<file path="config.mk">
export PLATFORM = sky130hd
export DESIGN_NAME = sobel_frame_ctrl
export DESIGN_NICKNAME = d
export VERILOG_FILES = /design/src/rtl/sobel_frame_ctrl.sv
export SDC_FILE = /design/constraint.sdc
export NUM_CORES = 1
export LEC_CHECK = 0
export CAP_MARGIN = 5
export CORE_MARGIN = 2
export CORE_UTILIZATION = 58
export CTS_BUF_LIST = sky130_fd_sc_hd__clkbuf_4 sky130_fd_sc_hd__clkbuf_8
export DETAILED_ROUTE_END_ITERATION = 7
export HOLD_SLACK_MARGIN = 0.05
export PLACE_DENSITY = 0.88
export SETUP_SLACK_MARGIN = 0.2
export SLEW_MARGIN = 20
export SYNTH_ARGS = -nofsm -noshare
export SYNTH_HDL_FRONTEND = slang
export SYNTH_SLANG_ARGS = --single-unit
</file>
<file path="constraint.sdc">
create_clock -name clk -period 4.75 [get_ports clk]
set_clock_uncertainty 0.1 [all_clocks]
set_input_delay 0.95 -clock clk [delete_from_list [all_inputs] [get_ports clk]]
set_output_delay 0.95 -clock clk [all_outputs]
set_load 0.05 [all_outputs]
</file>
<file path="src/rtl/sobel_frame_ctrl.sv">
// Frame-synchronous configuration and statistics controller for the Sobel
// edge detector. Host writes a shadow threshold and control bits that are
// committed to the detector only at vertical-blanking start; edge pixels are
// counted per frame and a frame counter / frame-done pulse are maintained.
// Optional feature macro: SOBEL_AUTO_THRESH_EN (auto threshold adjust, ctrl bit2).
module sobel_frame_ctrl #(
  parameter logic [10:0]      THR_DEFAULT  = 11'd100,
  parameter logic [10:0]      THR_MAX      = 11'd2040,
  parameter logic [10:0]      THR_MIN      = 11'd8,
  parameter int               CNT_W        = 21,
  parameter logic [CNT_W-1:0] TARGET_EDGES = 21'd20000,
  parameter logic [CNT_W-1:0] HYST         = 21'd2000,
  parameter logic [10:0]      STEP         = 11'd4
) (
  input  logic             clk,
  input  logic             rst_n,
  input  logic             cfg_wr_en,
  input  logic [1:0]       cfg_addr,
  input  logic [15:0]      cfg_wdata,
  input  logic             cfg_rd_en,
  output logic [15:0]      cfg_rdata,
  output logic             cfg_rvalid,
  input  logic             vsync,
  input  logic             href,
  input  logic             clken,
  input  logic             edge_bit,
  output logic [10:0]      sobel_threshold,
  output logic             cfg_pending,
  output logic             frame_done,
  output logic [CNT_W-1:0] edge_count,
  output logic [15:0]      frame_cnt
);

  typedef enum logic [1:0] {
    S_WAIT_BLANK = 2'd0,
    S_ACTIVE     = 2'd1,
    S_COMMIT     = 2'd2
  } state_t;

  localparam logic [CNT_W-1:0] CNT_ONE = {{(CNT_W-1){1'b0}}, 1'b1};
  localparam logic [10:0]      THR_OFF = 11'h7FF;

  state_t             r_state;
  state_t             w_state_nxt;
  logic               r_vsync_q;
  logic [10:0]        r_active;
  logic [10:0]        r_shadow;
  logic               r_enable;
  logic               r_pending;
  logic               r_frame_done;
  logic               r_rvalid;
  logic [15:0]        r_rdata;
  logic [CNT_W-1:0]   r_run_cnt;
  logic [CNT_W-1:0]   r_edge_count;
  logic [15:0]        r_frame_cnt;

  logic               w_vs_rise;
  logic               w_vs_fall;
  logic               w_commit;
  logic               w_count_en;
  logic               w_wr_thr;
  logic               w_wr_ctrl;
  logic               w_force;
  logic               w_auto_rd;
  logic [10:0]        w_thr_wr;
  logic [15:0]        w_rd_mux;
  logic               w_unused;

  // Clamp a host-written threshold to the largest meaningful gradient sum.
  function automatic logic [10:0] clamp_max(input logic [10:0] v);
    clamp_max = (v > THR_MAX) ? THR_MAX : v;
  endfunction

`ifdef SOBEL_AUTO_THRESH_EN
  logic r_auto;

  // Saturating increment by STEP, ceiling THR_MAX.
  function automatic logic [10:0] sat_inc(input logic [10:0] v);
    logic [11:0] s;
    s = {1'b0, v} + {1'b0, STEP};
    sat_inc = (s > {1'b0, THR_MAX}) ? THR_MAX : s[10:0];
  endfunction

  // Saturating decrement by STEP, floor THR_MIN.
  function automatic logic [10:0] sat_dec(input logic [10:0] v);
    if ({1'b0, v} < ({1'b0, THR_MIN} + {1'b0, STEP}))
      sat_dec = THR_MIN;
    else
      sat_dec = v - STEP;
  endfunction

  // Move the threshold toward the target edge density, with a dead band.
  function automatic logic [10:0] auto_adjust(input logic [10:0] thr,
                                              input logic [CNT_W-1:0] cnt);
    if (cnt > (TARGET_EDGES + HYST))
      auto_adjust = sat_inc(thr);
    else if (cnt < (TARGET_EDGES - HYST))
      auto_adjust = sat_dec(thr);
    else
      auto_adjust = thr;
  endfunction

  // Auto-adjust enable bit, only present when the feature is built in.
  always_ff @(posedge clk or negedge rst_n) begin
    if (!rst_n)
      r_auto <= 1'b0;
    else if (w_wr_ctrl)
      r_auto <= cfg_wdata[2];
  end

  assign w_auto_rd = r_auto;
  assign w_unused  = ^cfg_wdata;
`else
  assign w_auto_rd = 1'b0;
  assign w_unused  = ^{cfg_wdata, THR_MIN, TARGET_EDGES, HYST, STEP};
`endif

  assign w_vs_rise = vsync & ~r_vsync_q;
  assign w_vs_fall = ~vsync & r_vsync_q;
  assign w_wr_thr  = cfg_wr_en && (cfg_addr == 2'd0);
  assign w_wr_ctrl = cfg_wr_en && (cfg_addr == 2'd1);
  assign w_force   = w_wr_ctrl && cfg_wdata[1];
  assign w_thr_wr  = clamp_max(cfg_wdata[10:0]);

  // Register vsync once for edge detection.
  always_ff @(posedge clk or negedge rst_n) begin
    if (!rst_n)
      r_vsync_q <= 1'b0;
    else
      r_vsync_q <= vsync;
  end

  // FSM state register.
  always_ff @(posedge clk or negedge rst_n) begin
    if (!rst_n)
      r_state <= S_WAIT_BLANK;
    else
      r_state <= w_state_nxt;
  end

  // FSM next state and per-state strobes; partial frames after reset are skipped.
  always_comb begin
    w_state_nxt = r_state;
    w_commit    = 1'b0;
    w_count_en  = 1'b0;
    case (r_state)
      S_WAIT_BLANK: begin
        if (w_vs_fall)
          w_state_nxt = S_ACTIVE;
      end
      S_ACTIVE: begin
        w_count_en = href & clken & edge_bit;
        if (w_vs_rise)
          w_state_nxt = S_COMMIT;
      end
      S_COMMIT: begin
        w_commit    = 1'b1;
        w_state_nxt = S_ACTIVE;
      end
      default: w_state_nxt = S_WAIT_BLANK;
    endcase
  end

  // Shadow threshold, written by the host at any time.
  always_ff @(posedge clk or negedge rst_n) begin
    if (!rst_n)
      r_shadow <= THR_DEFAULT;
    else if (w_wr_thr)
      r_shadow <= w_thr_wr;
  end

  // Enable bit; force_commit is a strobe and is never stored.
  always_ff @(posedge clk or negedge rst_n) begin
    if (!rst_n)
      r_enable <= 1'b1;
    else if (w_wr_ctrl)
      r_enable <= cfg_wdata[0];
  end

  // Active threshold: forced copy, frame-boundary commit, or auto adjust.
  always_ff @(posedge clk or negedge rst_n) begin
    if (!rst_n)
      r_active <= THR_DEFAULT;
    else if (w_force)
      r_active <= r_shadow;
    else if (w_commit) begin
      if (r_pending)
        r_active <= r_shadow;
`ifdef SOBEL_AUTO_THRESH_EN
      else if (r_auto)
        r_active <= auto_adjust(r_active, r_run_cnt);
`endif
    end
  end

  // Pending flag; a write landing on the commit cycle keeps it set.
  always_ff @(posedge clk or negedge rst_n) begin
    if (!rst_n)
      r_pending <= 1'b0;
    else if (w_wr_thr)
      r_pending <= 1'b1;
    else if (w_force || w_commit)
      r_pending <= 1'b0;
  end

  // Per-frame edge counter, saturating at all-ones.
  always_ff @(posedge clk or negedge rst_n) begin
    if (!rst_n)
      r_run_cnt <= '0;
    else if (w_commit)
      r_run_cnt <= '0;
    else if (w_count_en && (r_run_cnt != {CNT_W{1'b1}}))
      r_run_cnt <= r_run_cnt + CNT_ONE;
  end

  // Frame statistics and the frame-done pulse, updated at commit.
  always_ff @(posedge clk or negedge rst_n) begin
    if (!rst_n) begin
      r_edge_count <= '0;
      r_frame_cnt  <= '0;
      r_frame_done <= 1'b0;
    end else begin
      r_frame_done <= w_commit;
      if (w_commit) begin
        r_edge_count <= r_run_cnt;
        r_frame_cnt  <= r_frame_cnt + 16'd1;
      end
    end
  end

  // Read mux over pre-write register values.
  always_comb begin
    w_rd_mux = '0;
    case (cfg_addr)
      2'd0:    w_rd_mux = {5'd0, r_active};
      2'd1:    w_rd_mux = {13'd0, w_auto_rd, 1'b0, r_enable};
      2'd2:    w_rd_mux = r_edge_count[15:0];
      default: w_rd_mux = r_frame_cnt;
    endcase
  end

  // Registered read data with a one-cycle valid pulse.
  always_ff @(posedge clk or negedge rst_n) begin
    if (!rst_n) begin
      r_rdata  <= '0;
      r_rvalid <= 1'b0;
    end else begin
      r_rvalid <= cfg_rd_en;
      if (cfg_rd_en)
        r_rdata <= w_rd_mux;
    end
  end

  assign sobel_threshold = r_enable ? r_active : THR_OFF;
  assign cfg_pending     = r_pending;
  assign frame_done      = r_frame_done;
  assign edge_count      = r_edge_count;
  assign frame_cnt       = r_frame_cnt;
  assign cfg_rdata       = r_rdata;
  assign cfg_rvalid      = r_rvalid;

endmodule
</file>
==> flow_metrics.env, run 1 <==
export IMPL_rsz0062_at_grt="no"
export IMPL_worst_setup_path_start_kind="input pin"
export IMPL_fin_setup_tns_ps=0
export IMPL_first_pass_iters=4
export IMPL_synthTopCellsByCount="96 x dfrtp_1, 83 x nand2_1, 31 x mux2_2"
export IMPL_die_x_um=94.2
export IMPL_cts_inserted_buffers=9
export IMPL_fin_nets=550
export IMPL_vias_per_cell=5.84
export IMPL_first_iter_violations=292
export IMPL_fillerInstances=530
export IMPL_overflow=0
export IMPL_clock_sinks=103
export IMPL_finalCriticalPeriod_ps=3250
export IMPL_drcViolationCount=0
export IMPL_hold_viol=0
export IMPL_setup_viol=0
export IMPL_synth_area_leaders="dfrtp_1 51%, mux2_2 7.4%, nand2_1 6.6%"
export IMPL_finalWeightedCongestion=0.837
export IMPL_cts_max_level=3
export IMPL_initial_core_util_pct=60.5
export IMPL_status="complete, no violations"
export IMPL_track_usage_pct=24.9
export IMPL_antenna_found_initial=0
export IMPL_hold_slack_ps=386
export IMPL_die_y_um=94.2
export IMPL_via_count=3674
export IMPL_synth_fp_nets=470
export IMPL_grt_first_pass_wirelength_mm=17.1
export IMPL_ys_ff_latch=103
export IMPL_grt_max_degree=67
export IMPL_grt_pass1_vias=3462
export IMPL_routed_wl_mm=10.7
export IMPL_cts_resized=0
export IMPL_fmax_ghz=0.307
export IMPL_leakage_nw=2.59
export IMPL_ir_drop_uv=373
export IMPL_syn_area_per_cell_um2=10.7
export IMPL_postRouteAntennaNets=0
export IMPL_syn_inst=442
export IMPL_min_path_cells=2
export IMPL_cts_root_buffer="clkbuf_8"
export IMPL_ys_warn_count=0
export IMPL_synth_edf_count=0
export IMPL_fin_crit_sh_pct=68.5
export IMPL_maxCapViolCount=0
export IMPL_ys_seq_area_share_pct=54.8
export IMPL_place_port_buffers=87
export IMPL_endpoint_kind="flop"
export IMPL_worstRegToRegCells=6
export IMPL_crit_type="input pin to flop"
export IMPL_required_ps=4960
export IMPL_synth_ff_type="dfrtp_1"
export IMPL_dp_hpwl_mm=7.54
export IMPL_io_pins=93
export IMPL_hold_buffers=0
export IMPL_clock_latency_ps=370
export IMPL_ys_types=57
export IMPL_tightest_slew_ps=813
export IMPL_area_delta_synth_final_pct=23.8
export IMPL_finalMaxSlewViolations=0
export IMPL_yosys_area_top_type="dfrtp_1"
export IMPL_yosysMostFrequentCell="dfrtp_1"
export IMPL_synthArstFlopShare_pct=100
export IMPL_num_rows=32
export IMPL_p_per_area_nw_per_um2=402
export IMPL_dieArea_um2=8880
export IMPL_clk_pin_slew_ps=100
export IMPL_cts_setup_buffers=0
export IMPL_relSlewSlack_pct=45.8
export IMPL_layout_drive_gt1_share_pct=14.2
export IMPL_synth_cell_area_um2=4720
export IMPL_crit_fanout=14
export IMPL_cp_arrival_ps=3460
export IMPL_antenna_cells=0
export IMPL_core_um2=7810
export IMPL_yosysTopAreaCellShare_pct=50.9
export IMPL_cts_buffer_depth=2
export IMPL_power_mw=2.35
export IMPL_routedWlPerCell_um=17.0
export IMPL_hp_class="flop to flop"
export IMPL_cts_tree="done"
==> kinds of logic (layout without fill, tap and decap cells) <==
logic type / after synthesis / count (layout) / synth area share [%]
mux: 39 / 39 / 9.35
simple gates: 182 / 182 / 19.8
buf+inv: 33 / 118 / 3.15
xor+xnor: 15 / 15 / 2.78
flops: 103 / 103 / 54.8
fa+ha+maj: 2 / 2 / 0.530
compound gates: 68 / 68 / 9.67
==> layout by cell type, fill, tap and decap left out, types with 7 or more instances in the layout <==
master	count
dfstp_2	7
nand4_1	13
a22oi_1	10
nand2_1	83
nand2b_1	16
clkbuf_8	11
mux2_2	31
xnor2_1	13
and3_1	8
clkdlybuf4s50_1	86
nand3_1	12
a21oi_1	18
inv_1	10
nor2_1	19
nor3_1	8
mux2i_1	7
dfrtp_1	96
==> per-layer routing <==
metal  up-vias  track usage [%]  wire length, um
li1       1725                -                -
met1      1826             34.6             4590
met2       111             40.4             5440
met3        12             3.61              509
met4         0             8.94              151
met5         -                0                0
==> state kept, by name (all words and copies together), names as in the netlist <==
signal	count
r_shadow	11
r_run_cnt	21
edge_count	21
r_active	11
cfg_pending	1
cfg_rvalid	1
frame_done	1
cfg_rdata	16
frame_cnt	16
r_vsync_q	1
r_enable	1
r_state	2
==> final cells by class <==
class | instances | area, um^2 | share of cell area (%)
clock buffers | 11 | 151 | 2.59
clock inverters | 5 | 46.3 | 0.792
inverters | 11 | 41.3 | 0.706
multi-input cells | 306 | 1990 | 34.1
flip-flops and latches | 103 | 2590 | 44.2
well taps | 102 | 128 | 2.18
repair buffers | 91 | 898 | 15.4
==> critical path: stages <==
cell and delay (ps):
clkdlybuf4s50_1 680, nor2_1 740, nand2_1 560, nor2_1 340
a22o_1 180
==> worst paths after layout <==
kind,start,end,slack [ps]
max,cfg_addr[1],r_shadow[2],1500
min,edge_count[20],edge_count[20],390
max reg2reg,r_run_cnt[0],r_run_cnt[6],2180
min reg2reg,edge_count[20],edge_count[20],390
max in group asynchronous,rst_n,frame_cnt[11],3020
min in group asynchronous,rst_n,edge_count[19],560
==> metrics by stage <==
step	setup slack, ps	cell area [um^2]	instances	util, %
after global routing	1290	5850	629	74.9
final	1500	5850	629	74.9
after detailed placement	1170	5640	613	72.3
after CTS	1550	5840	629	74.8
after floorplan	2400	4720	442	-
after global placement	1350	5640	613	72.3
==> power breakdown <==
| part | switching, mW | internal [mW] | leakage (nW) | total, mW |
|---|---|---|---|---|
| clock network | 0.313 | 0.230 | 0.103 | 0.543 |
| registers | 0.120 | 1.01 | 1.35 | 1.13 |
| logic | 0.415 | 0.261 | 1.14 | 0.676 |
| total | 0.848 | 1.50 | 2.59 | 2.35 |
Note: power is estimated with default switching activity, not from simulation.
==> run 2: changes to the inputs <==
--- a/config.mk
+++ b/config.mk
@@ -7,11 +7,11 @@
 export LEC_CHECK = 0
 export CAP_MARGIN = 5
 export CORE_MARGIN = 2
-export CORE_UTILIZATION = 58
+export CORE_UTILIZATION = 54
 export CTS_BUF_LIST = sky130_fd_sc_hd__clkbuf_4 sky130_fd_sc_hd__clkbuf_8
 export DETAILED_ROUTE_END_ITERATION = 7
 export HOLD_SLACK_MARGIN = 0.05
-export PLACE_DENSITY = 0.88
+export PLACE_DENSITY = 0.83
 export SETUP_SLACK_MARGIN = 0.2
 export SLEW_MARGIN = 20
 export SYNTH_ARGS = -nofsm -noshare
==> constraint.sdc (replaced) <==
create_clock -name clk -period 3.1 [get_ports clk]
set_clock_uncertainty 0.1 [all_clocks]
set_input_delay 0.62 -clock clk [delete_from_list [all_inputs] [get_ports clk]]
set_output_delay 0.62 -clock clk [all_outputs]
set_load 0.05 [all_outputs]
==> run 2 against run 1 <==
First-iteration DRC count shrank 9.2%; sequential share of layout area is 0.34 points lower; register-to-register slack worse by 1700 ps; clock power grew 48%; wire length decreased by 4.0%; worst setup slack worse by 990 ps; critical endpoint is now sobel_threshold[6].
==> flow_metrics.env, run 2 (synthesis results as in run 1) <==
export IMPL_hold_viol=0
export IMPL_rrSetupSlack_ps=530
export IMPL_cts_buffer_depth=2
export IMPL_via_count=3597
export IMPL_clock_power_share_pct=22.5
export IMPL_core_um2=8590
export IMPL_routed_wl_mm=10.3
export IMPL_num_rows=34
export IMPL_overflow=0
export IMPL_grt_pass1_vias=3472
export IMPL_initial_core_util_pct=55.0
export IMPL_setup_viol=0
export IMPL_slowest_delay_ps=710
export IMPL_status="complete, no violations"
export IMPL_finalWorstSetupSlack_ps=504
export IMPL_cts_setup_buffers=0
export IMPL_grt_max_degree=60
export IMPL_antenna_found_initial=0
export IMPL_hold_slack_ps=144
export IMPL_pwr_share_seq_pct=48.3
export IMPL_first_pass_iters=4
export IMPL_hold_buffers=0
export IMPL_required_ps=2380
export IMPL_cp_arrival_ps=1880
export IMPL_cts_inserted_buffers=9
export IMPL_fin_crit_sh_pct=83.8
export IMPL_hp_class="input pin to asynchronous set/reset pin"
export IMPL_postRouteAntennaNets=0
export IMPL_place_port_buffers=87
export IMPL_cts_root_buffer="clkbuf_8"
export IMPL_first_iter_violations=265
export IMPL_cpMaxStageDelayCell="clkdlybuf4s50_1"
export IMPL_track_usage_pct=22.0
export IMPL_cp_num_buf_inv=1
export IMPL_finalMaxSlewViolations=0
export IMPL_p_int_mw=2.28
export IMPL_die_y_um=97.5
export IMPL_dieArea_um2=9510
export IMPL_antenna_cells=0
export IMPL_p_sw_share_pct=36.0
export IMPL_vias_per_cell=5.62
export IMPL_die_x_um=97.5
export IMPL_crit_fanout=13
export IMPL_p_per_area_nw_per_um2=604
export IMPL_cts_tree="done"
export IMPL_grt_first_pass_wirelength_mm=17.0
export IMPL_endpoint_kind="output pin"
export IMPL_rsz0062_at_grt="no"
export IMPL_relSlewSlack_pct=54.3
export IMPL_clock_sinks=103
export IMPL_cp_cell_sequence="nand2b_1 > clkdlybuf4s50_1"
export IMPL_maxCapViolCount=0
export IMPL_fin_setup_tns_ps=0
export IMPL_ir_drop_uv=650
export IMPL_worst_setup_path_start_kind="flop"
export IMPL_fmax_ghz=0.385
export IMPL_layout_drive_gt1_share_pct=14.8
export IMPL_use_met2_pct=35.3
export IMPL_final_common_cell="dfrtp_1"
export IMPL_cts_resized=0
export IMPL_postLayoutCoreUtil_pct=68.5
export IMPL_clk_pin_slew_ps=100
export IMPL_clock_latency_ps=360
export IMPL_fin_nets=555
export IMPL_pwr_share_comb_pct=29.1
export IMPL_critical_path_top_delay_family="buffers and inverters"
export IMPL_cts_max_level=3
export IMPL_grtUsageMet3_pct=2.95
export IMPL_finalCriticalPeriod_ps=2600
export IMPL_pre_cts_slack_ps=449
export IMPL_tightest_slew_ps=686
export IMPL_drcViolationCount=0
export IMPL_met1_usage_pct=30.9
export IMPL_p_switching_mw=1.28
export IMPL_top_usage_layer="met2"
export IMPL_leakage_nw=2.61
export IMPL_routedWlPerCell_um=16.0
export IMPL_area_delta_synth_final_pct=24.7
export IMPL_dp_hpwl_mm=7.32
export IMPL_finalWeightedCongestion=0.837
export IMPL_crit_type="flop to output pin"
export IMPL_io_pins=93
export IMPL_mostFrequentLayoutCells="96 x dfrtp_1, 86 x clkdlybuf4s50_1, 83 x nand2_1"
## run 2: cell types whose count changed in the layout (fill, tap and decap cells not counted), sizes merged
cell,before,now
clkbuf,11,10
clkinv,1,3
inv,15,13
buf,5,10
clkinvlp,0,1
## run 2: worst paths after layout
kind / start / end / cells past startpoint
max: r_enable / sobel_threshold[6] / 2
min: rst_n / edge_count[18] / 1
max reg2reg: r_run_cnt[0] / r_run_cnt[4] / 6
min reg2reg: edge_count[20] / edge_count[20] / 2
max in group asynchronous: rst_n / r_shadow[2] / 2
min in group clk: edge_count[20] / edge_count[20] / 2
## run 2: routing by layer
metal	routed length [um]	part of all wire, %
met5	0	0
met4	213	2.1
met3	405	3.9
met2	5020	49
met1	4620	45
## run 2: area by class of cell
| cell class | instances | area (um^2) |
|---|---|---|
| sequential | 103 | 2590 |
| clock buffer | 10 | 138 |
| timing repair buffer | 96 | 948 |
| fill | 651 | 2700 |
| clock inverter | 6 | 53.8 |
| inverter | 11 | 41.3 |
| tap | 108 | 135 |
| multi-input combinational | 306 | 1990 |
## run 2: power by group through the flow
stage | Sequential [mW] | Combinational, mW | Clock, mW
after global placement | 1.73 | 1.02 | 0
after floorplan | 1.91 | 0.498 | 0
after CTS | 1.72 | 1.05 | 0.820
after detailed placement | 1.74 | 1.04 | 0
after global routing | 1.75 | 1.10 | 0.869
final | 1.72 | 1.04 | 0.801
## run 2: metrics by stage
| stage | instances | cell area [um^2] | power (mW) |
|---|---|---|---|
| 3_5_place_dp | 624 | 5700 | 2.78 |
| 3_3_place_gp | 624 | 5700 | 2.75 |
| 2_1_floorplan | 442 | 4720 | 2.41 |
| 6_report | 640 | 5890 | 3.56 |
| 5_1_grt | 640 | 5890 | 3.71 |
| 4_1_cts | 640 | 5890 | 3.58 |
## run 2: worst reg2reg max path, cell delays in order (launching register included)
cell	delay (ps)
dfrtp_1	420
ha_1	330
nand4_4	190
nor4_4	390
a31o_1	650
nand2_2	200
a31oi_1	210
==> run 3: changes to the inputs <==
--- a/config.mk
+++ b/config.mk
@@ -7,11 +7,11 @@
 export LEC_CHECK = 0
 export CAP_MARGIN = 5
 export CORE_MARGIN = 2
-export CORE_UTILIZATION = 54
+export CORE_UTILIZATION = 48
 export CTS_BUF_LIST = sky130_fd_sc_hd__clkbuf_4 sky130_fd_sc_hd__clkbuf_8
 export DETAILED_ROUTE_END_ITERATION = 7
 export HOLD_SLACK_MARGIN = 0.05
-export PLACE_DENSITY = 0.83
+export PLACE_DENSITY = 0.78
 export SETUP_SLACK_MARGIN = 0.2
 export SLEW_MARGIN = 20
 export SYNTH_ARGS = -nofsm -noshare
==> constraint.sdc (replaced) <==
create_clock -name clk -period 2.1 [get_ports clk]
set_clock_uncertainty 0.1 [all_clocks]
set_input_delay 0.42 -clock clk [delete_from_list [all_inputs] [get_ports clk]]
set_output_delay 0.42 -clock clk [all_outputs]
set_load 0.05 [all_outputs]
==> run 3 against run 2 <==
Design area up 9.4%; non-clock buffer count up 48; register-to-register slack worse by 430 ps; critical path depth up 4; global-route usage up 1.3 points; first-iteration DRC count down 33%; sequential share of layout area down 3.8 points; critical path type is now flop to flop; largest power group unchanged.
==> flow_metrics.env, run 3 (synthesis results as in run 1) <==
export IMPL_postRouteAntennaNets=0
export IMPL_min_from="edge_count[16]"
export IMPL_antenna_cells=0
export IMPL_die_y_um=103
export IMPL_clock_latency_ps=370
export IMPL_postLayoutCoreUtil_pct=66.9
export IMPL_worstRegToRegCells=6
export IMPL_routedWlPerCell_um=16.9
export IMPL_rsz0062_at_grt="yes"
export IMPL_drcViolationCount=0
export IMPL_cts_buffer_depth=2
export IMPL_via_count=3920
export IMPL_io_pins=93
export IMPL_crit_type="flop to flop"
export IMPL_finalWeightedCongestion=0.862
export IMPL_leakage_nw=3.08
export IMPL_dieArea_um2=10600
export IMPL_min_path_cells=2
export IMPL_setup_viol=0
export IMPL_finalCriticalPeriod_ps=2000
export IMPL_relSlewSlack_pct=65.3
export IMPL_initial_core_util_pct=49.0
export IMPL_fin_crit_sh_pct=95.0
export IMPL_p_sw_share_pct=35.5
export IMPL_cts_max_level=3
export IMPL_overflow=0
export IMPL_cts_tree="done"
export IMPL_antenna_found_initial=0
export IMPL_fin_nets=603
export IMPL_reg2reg_to="r_run_cnt[12]"
export IMPL_pwr_share_comb_pct=30.5
export IMPL_endpoint_kind="flop"
export IMPL_cp_cell_sequence="and3_4 > and2_4 > a31o_4 > buf_6 > or4_4 > a21oi_2"
export IMPL_finalMaxSlewViolations=0
export IMPL_layout_drive_gt1_share_pct=32.4
export IMPL_fmax_ghz=0.501
export IMPL_hp_class="flop to flop"
export IMPL_grt_pass1_vias=3859
export IMPL_status="complete, no violations"
export IMPL_first_pass_iters=4
export IMPL_track_usage_pct=23.4
export IMPL_tightest_slew_ps=523
export IMPL_finalWorstSetupSlack_ps=105
export IMPL_cpMaxStageDelayCell="or4_4"
export IMPL_fin_setup_tns_ps=0
export IMPL_slowest_delay_ps=470
export IMPL_final_common_cell="dfrtp_1"
export IMPL_clk_pin_slew_ps=100
export IMPL_post_dp_cell_area_um2=5920
export IMPL_maxCapViolCount=0
export IMPL_rrSetupSlack_ps=100
export IMPL_ir_drop_uv=733
export IMPL_hold_viol=0
export IMPL_p_int_mw=3.52
export IMPL_grt_first_pass_wirelength_mm=19.1
export IMPL_num_rows=36
export IMPL_cts_root_buffer="clkbuf_8"
export IMPL_p_per_area_nw_per_um2=848
export IMPL_clock_power_share_pct=23.4
export IMPL_p_switching_mw=1.94
export IMPL_power_mw=5.47
export IMPL_mostFrequentLayoutCells="95 x dfrtp_1, 81 x nand2_1, 79 x buf_4"
export IMPL_grt_max_degree=44
export IMPL_worst_setup_path_start_kind="flop"
export IMPL_place_port_buffers=87
export IMPL_required_ps=2300
export IMPL_crit_fanout=7
export IMPL_cp_arrival_ps=2200
export IMPL_cts_inserted_buffers=9
export IMPL_holdPathEnd="edge_count[16]"
export IMPL_first_iter_violations=177
export IMPL_die_x_um=103
export IMPL_routed_wl_mm=12.0
export IMPL_area_delta_synth_final_pct=36.5
export IMPL_vias_per_cell=5.50
export IMPL_final_cell_area_um2=6450
export IMPL_pwr_share_seq_pct=46.1
export IMPL_dp_hpwl_mm=8.20
export IMPL_pre_cts_slack_ps=-158
export IMPL_clock_sinks=103
export IMPL_r2r_start="r_run_cnt[17]"
export IMPL_core_um2=9640
-- run 3: power by group through the flow --
stage | Combinational [mW] | Clock [mW] | Sequential [mW]
after global routing | 1.78 | 1.35 | 2.56
after CTS | 1.62 | 1.29 | 2.53
after detailed placement | 1.58 | 0 | 2.57
after floorplan | 0.743 | 0 | 2.82
after global placement | 1.54 | 0 | 2.56
final | 1.67 | 1.28 | 2.52
-- run 3: cell type report --
class                      count  area [um^2]
multi-input combinational    306         2180
sequential                   103         2590
tap                          133          166
clock inverter                 5         56.3
fill                         766         3190
clock buffer                  11          145
timing repair buffer         144         1260
inverter                      11         41.3
-- run 3: through the flow --
| stage | std cells | hold WS (ps) |
|---|---|---|
| 6_report | 713 | 390 |
| 5_1_grt | 713 | 414 |
| 4_1_cts | 708 | 389 |
| 3_5_place_dp | 680 | 314 |
| 3_3_place_gp | 680 | 307 |
| 2_1_floorplan | 442 | 24.4 |
-- run 3: how the worst max path moves through the flow --
stage | start | end | slack (ps) | cells past startpoint
2_1_floorplan | r_run_cnt[0] | r_run_cnt[11] | 210 | 7
3_3_place_gp | edge_bit | r_run_cnt[9] | -90 | 5
3_5_place_dp | href | r_run_cnt[9] | -160 | 5
4_1_cts | r_run_cnt[0] | r_run_cnt[6] | 80 | 7
5_1_grt | r_run_cnt[17] | r_run_cnt[9] | 30 | 5
6_report | r_run_cnt[17] | r_run_cnt[12] | 100 | 6
-- run 3: per-layer routing --
| metal | up-vias | track usage, % | share of wire, % |
|---|---|---|---|
| met5 | - | 0 | 0 |
| met2 | 101 | 38.1 | 51 |
| met4 | 0 | 10.2 | 2.1 |
| met1 | 1974 | 31.2 | 44 |
| li1 | 1826 | - | - |
| met3 | 19 | 3.70 | 3.2 |
-- run 3: worst max-delay path: cells and delay by family (launching register included) --
family	cells	cell delay (ps)
compound gates	2	420
buf+inv	1	130
flops	1	440
simple gates	3	840
-- run 3: timing repair --
item | 4_1_cts | 5_1_grt
hold buffers | 1 | 0
hold endpoints to repair | 29 | 0
endpoints found under the setup margin | 64 | 46
gates resized for setup | 50 | 26
pin swaps | 17 | 17
buffers inserted | 11 | 5
